==> config.mk <==
export PLATFORM = sky130hd
export DESIGN_NAME = fetch_stage
export DESIGN_NICKNAME = d
export VERILOG_FILES = /design/src/rtl/fetch_stage.sv
export SDC_FILE = /design/constraint.sdc
export NUM_CORES = 1
export LEC_CHECK = 0
export CORE_ASPECT_RATIO = 2
export CORE_MARGIN = 2
export CORE_UTILIZATION = 49
export DETAILED_ROUTE_END_ITERATION = 12
export GPL_TIMING_DRIVEN = 0
export HOLD_SLACK_MARGIN = 0.03
export PLACE_DENSITY = 0.81
export SLEW_MARGIN = 0
export SYNTH_ARGS = -nofsm -noshare
export SYNTH_HDL_FRONTEND = slang
export SYNTH_SLANG_ARGS = --single-unit
==> constraint.sdc <==
create_clock -name i_clk -period 8.6 [get_ports i_clk]
set_input_delay 0.86 -clock i_clk [delete_from_list [all_inputs] [get_ports i_clk]]
set_output_delay 0.86 -clock i_clk [all_outputs]
set_load 0.05 [all_outputs]
==> src/rtl/fetch_stage.sv <==
`timescale 1ns/1ps
// Instruction fetch: PC, one-outstanding imem handshake, IF/ID register; load is 2 cycles after accept.
// Stalls park a returned word in a one-entry buffer; a redirect flushes IF/ID and discards an in-flight response.
module fetch_stage #(
   parameter logic [31:0] RESET_ADDR = 32'h0000_0000
) (
   input  logic        i_clk,
   input  logic        i_rst,
   input  logic        i_pc_en,
   input  logic        i_if_id_en,
   input  logic        i_redirect,
   input  logic [31:0] i_redirect_pc,
   output logic        o_imem_req,
   output logic [31:0] o_imem_addr,
   input  logic        i_imem_ready,
   input  logic        i_imem_rvalid,
   input  logic [31:0] i_imem_rdata,
   output logic [31:0] o_if_id_inst,
   output logic [31:0] o_if_id_pc,
   output logic [31:0] o_if_id_pc4,
   output logic        o_if_id_valid,
   output logic [6:0]  o_op_code,
   output logic [4:0]  o_rs1,
   output logic [4:0]  o_rs2
);
   localparam logic [31:0] NOP = 32'h0000_0013;

   typedef enum logic [1:0] {IDLE, WAIT, KILL, HOLD} state_t;

   state_t      state;
   logic [31:0] pc;
   logic [31:0] fetch_pc;
   logic [31:0] hold_inst;
   logic [31:0] hold_pc;
   logic [31:0] if_id_inst;
   logic [31:0] if_id_pc;
   logic        if_id_valid;
   logic        accept;

   // A new fetch may overlap the response that retires the current one.
   assign o_imem_req = ~i_rst & i_pc_en & ~i_redirect &
                       ((state == IDLE) | ((state == WAIT) & i_imem_rvalid & i_if_id_en));
   assign accept     = o_imem_req & i_imem_ready;

   always_ff @(posedge i_clk) begin
      if (i_rst) begin
         state       <= IDLE;
         pc          <= RESET_ADDR;
         if_id_inst  <= NOP;
         if_id_pc    <= 32'h0;
         if_id_valid <= 1'b0;
      end else if (i_redirect) begin
         pc          <= i_redirect_pc & ~32'h3;
         if_id_inst  <= NOP;
         if_id_valid <= 1'b0;
         case (state)
            WAIT:    state <= i_imem_rvalid ? IDLE : KILL;
            KILL:    state <= i_imem_rvalid ? IDLE : KILL;
            default: state <= IDLE;
         endcase
      end else begin
         if (accept) begin
            fetch_pc <= pc;
            pc       <= pc + 32'd4;
         end
         case (state)
            IDLE: begin
               if (accept) state <= WAIT;
               if (i_if_id_en) begin
                  if_id_inst  <= NOP;
                  if_id_valid <= 1'b0;
               end
            end
            WAIT: begin
               if (i_imem_rvalid) begin
                  if (i_if_id_en) begin
                     if_id_inst  <= i_imem_rdata;
                     if_id_pc    <= fetch_pc;
                     if_id_valid <= 1'b1;
                     state       <= accept ? WAIT : IDLE;
                  end else begin
                     hold_inst <= i_imem_rdata;
                     hold_pc   <= fetch_pc;
                     state     <= HOLD;
                  end
               end else if (i_if_id_en) begin
                  if_id_inst  <= NOP;
                  if_id_valid <= 1'b0;
               end
            end
            KILL: begin
               if (i_imem_rvalid) state <= IDLE;
               if (i_if_id_en) begin
                  if_id_inst  <= NOP;
                  if_id_valid <= 1'b0;
               end
            end
            default: begin
               if (i_if_id_en) begin
                  if_id_inst  <= hold_inst;
                  if_id_pc    <= hold_pc;
                  if_id_valid <= 1'b1;
                  state       <= IDLE;
               end
            end
         endcase
      end
   end

   assign o_imem_addr   = pc;
   assign o_if_id_inst  = if_id_inst;
   assign o_if_id_pc    = if_id_pc;
   assign o_if_id_pc4   = if_id_pc + 32'd4;
   assign o_if_id_valid = if_id_valid;
   assign o_op_code     = if_id_inst[6:0];
   assign o_rs1         = if_id_inst[19:15];
   assign o_rs2         = if_id_inst[24:20];

endmodule

==> results.sh <==
export IMPL_status="complete, no violations"
export IMPL_fillCellCount=1216
export IMPL_synth_distinct_cells=63
export IMPL_yosysTopAreaCell="edfxtp_1"
export IMPL_synth_xor_area_frac=0.0404
export IMPL_coreArea_um2=16600
export IMPL_cts_sinks=187
export IMPL_critical_path_buf_inv_count=2
export IMPL_timing_final_max_slew_violations=0
export IMPL_seqCellArea_um2=4660
export IMPL_cts_hold_buf=0
export IMPL_required_ns=7.74
export IMPL_num_rows=67
export IMPL_muxShareOfSynthArea=0.0430
export IMPL_period_minus_slack_ns=3.93
export IMPL_ios=218
export IMPL_async_reset_ff_frac=0
export IMPL_layout_drive_gt1_share=0.0874
export IMPL_synth_cells=744
export IMPL_endpoint_kind="primary output"
export IMPL_crit_type="reg -> out"
export IMPL_worst_pin_slew_ns=0.695
export IMPL_cts_tree="yes"
export IMPL_cap_violations=0
export IMPL_synth_compound_area_frac=0.149
export IMPL_synth_top_cells_by_area="edfxtp_1 34%, dfxtp_1 23%, mux2i_1 3.9%, nor2_1 3.6%, a22o_1 3.1%"
export IMPL_syn_cell_area_um2=8230
export IMPL_drt_pass1_iter_count=5
export IMPL_postRouteWirelength_um=21100
export IMPL_n_antenna_cell=0
export IMPL_avgSynthCellArea_um2=11.1
export IMPL_cts_buffer_depth=2
export IMPL_antenna_found_initial=0
export IMPL_finalSetupViolCount=0
export IMPL_rsz0062_at_grt="no"
export IMPL_port_buffers=209
export IMPL_place_hpwl_um=15500
export IMPL_worstPathArrival_ns=3.07
export IMPL_routed_via_count=6778
export IMPL_grt_first_pass_wirelength_um=33000
export IMPL_clk_pin_slew_worst_paths_ns=0.07
export IMPL_start_kind="flop"
export IMPL_synth_top_area_frac=0.336
export IMPL_cts_setup_buffers=0
export IMPL_grt_ovfl_total=0
export IMPL_cp_cell_sequence="ha_1, clkbuf_1, nand3_1, nor3_2, nand3_1, xnor2_1, clkdlybuf4s50_1"
export IMPL_nNetsFinal=1059
export IMPL_hold_slack_ns=0.452
export IMPL_hold_class="reg -> reg"
export IMPL_drc=0
export IMPL_max_freq_mhz=254
export IMPL_htreeDepth=4
export IMPL_synth_ff_latch_count=187
export IMPL_grt_pass1_vias=6592
export IMPL_power_leakage_nw=3.81
export IMPL_fin_cells=1202
export IMPL_hold_violations=0
export IMPL_drt_iter0_markers=381
export IMPL_cp_common_cell="nand3_1"
export IMPL_post_cts_resized=0
export IMPL_fin_tns_setup_ns=0
export IMPL_dieArea_um2=17900
export IMPL_fin_crit_sh=0.457
export IMPL_power_density_nw_per_um2=174
export IMPL_place_congestion=0.893
export IMPL_yosys_area_share_simple=0.141
export IMPL_dp_cells=1170
export IMPL_grt_max_degree=40
export IMPL_finalClockSkew_ns=0.00546
export IMPL_critPathMaxStageDelay_ns=0.82
export IMPL_syn2layout_area_growth_pct=36.9
export IMPL_via_per_inst=5.64
export IMPL_die_h_um=187
export IMPL_synth_top_flop_cell="dfxtp_1"
export IMPL_insertion_delay_ns=0.42
export IMPL_die_x_um=95.7
export IMPL_synth_seq_area_share=0.566
export IMPL_ant_nets=0
export IMPL_cp_slowest_cell="clkdlybuf4s50_1"
export IMPL_maxSlewHeadroom=0.537
export IMPL_yosys_warnings=0
export IMPL_synth_fa_ha_area_frac=0.00912
export IMPL_post_drt_wl_per_cell_um=17.6
export IMPL_path_delay_family="buffers and inverters"
export IMPL_start_util=0.496
export IMPL_synth_top_family_by_area="compound AO/OA/AOI/OAI gates"
export IMPL_root_buffer="clkbuf_16"
export IMPL_cts_buffers=17
export IMPL_ir_drop_mv=0.156
export IMPL_multiInputGateArea_um2=3170
export IMPL_track_usage=0.236
export IMPL_synth_edff_count=92
export IMPL_path_max_fanout=8
cells in the mapped netlist, drive strengths merged (2+ instances only):
master / count
a211oi: 31
a21oi: 26
a22o: 29
a22oi: 33
a31oi: 8
and2: 7
and3: 12
and4: 4
buf: 39
clkbuf: 30
dfxtp: 95
edfxtp: 92
ha: 6
inv: 12
mux2: 3
mux2i: 32
nand2: 35
nand2b: 3
nand3: 34
nand3b: 3
nand4: 19
nor2: 82
nor2b: 6
nor3: 9
nor3b: 2
nor4: 3
o211ai: 6
o21a: 4
o21ai: 9
o22ai: 5
o2bb2ai: 3
o311ai: 6
or2: 2
or3: 3
xnor2: 28
xor2: 10
path summary, 6_finish.rpt:
check | startpoint | end | slack, ns | cells past startpoint
worst min-delay path | fetch_pc[27] | hold_pc[27] | 0.45 | 0
worst min register to register | fetch_pc[27] | hold_pc[27] | 0.45 | 0
worst max-delay path | o_if_id_pc[2] | o_if_id_pc4[28] | 4.67 | 7
worst max register to register | state[1] | o_imem_addr[24] | 5.88 | 9
metal layers:
metal / track usage / vias to the layer above / share of wire
met5: 0 / - / 0
li1: - / 3225 / -
met1: 0.291 / 3163 / 0.39
met2: 0.385 / 328 / 0.49
met3: 0.0451 / 62 / 0.071
met4: 0.120 / 0 / 0.044
cells in the final DEF, fill, tap and decap left out, drive strengths merged, types with 4 or more instances in the layout:
master / count
a211oi: 31
a21oi: 26
a22o: 29
a22oi: 33
a31oi: 8
and2: 7
and3: 12
and4: 4
buf: 44
clkbuf: 49
clkdlybuf4s50: 209
clkinv: 5
conb: 6
dfxtp: 95
edfxtp: 92
ha: 6
inv: 16
mux2i: 32
nand2: 35
nand3: 34
nand4: 19
nor2: 82
nor2b: 6
nor3: 9
o211ai: 6
o21a: 4
o21ai: 9
o22ai: 5
o311ai: 6
xnor2: 28
xor2: 10
through the flow:
stage / cell area (µm²) / util / worst slack (ns) / power, mW
after floorplan: 8250 / - / 2.32 / 1.09
after global placement: 10600 / 0.639 / -0.0205 / 1.17
after detailed placement: 10700 / 0.643 / 4.78 / 1.17
after CTS: 11300 / 0.679 / 4.64 / 1.97
after global routing: 11300 / 0.679 / 4.43 / 2.01
final: 11300 / 0.679 / 4.67 / 1.96
registers in the layout (all words and copies together), names as in the netlist:
name	flops
o_if_id_valid	1
hold_inst	32
state	2
hold_pc	30
o_imem_addr	30
o_if_id_inst	32
o_if_id_pc	30
fetch_pc	30
power by group:
| part | total [mW] | leakage [nW] | switching, mW | internal (mW) |
|---|---|---|---|---|
| Sequential | 0.969 | 1.60 | 0.0221 | 0.947 |
| Combinational | 0.188 | 1.92 | 0.112 | 0.0763 |
| Clock | 0.804 | 0.296 | 0.336 | 0.468 |
area by class of cell:
class / instances / area share
Buffer: 69 / 0.0334
Multi-Input combinational cell: 481 / 0.281
Clock buffer: 19 / 0.0393
Sequential cell: 187 / 0.414
Inverter: 12 / 0.00400
Clock inverter: 13 / 0.0145
Tap cell: 207 / 0.0230
Timing Repair Buffer: 214 / 0.191
cell families after synthesis:
group                      after synthesis
xor gates and xnor gates                38
buffers and inverters                   81
and+or+nand+nor                        227
other                                    1
adders and majority gates                6
muxes                                   35
AOI/OAI and AO/OA                      169
DFF                                    187
(Power assumes the default switching activity.)
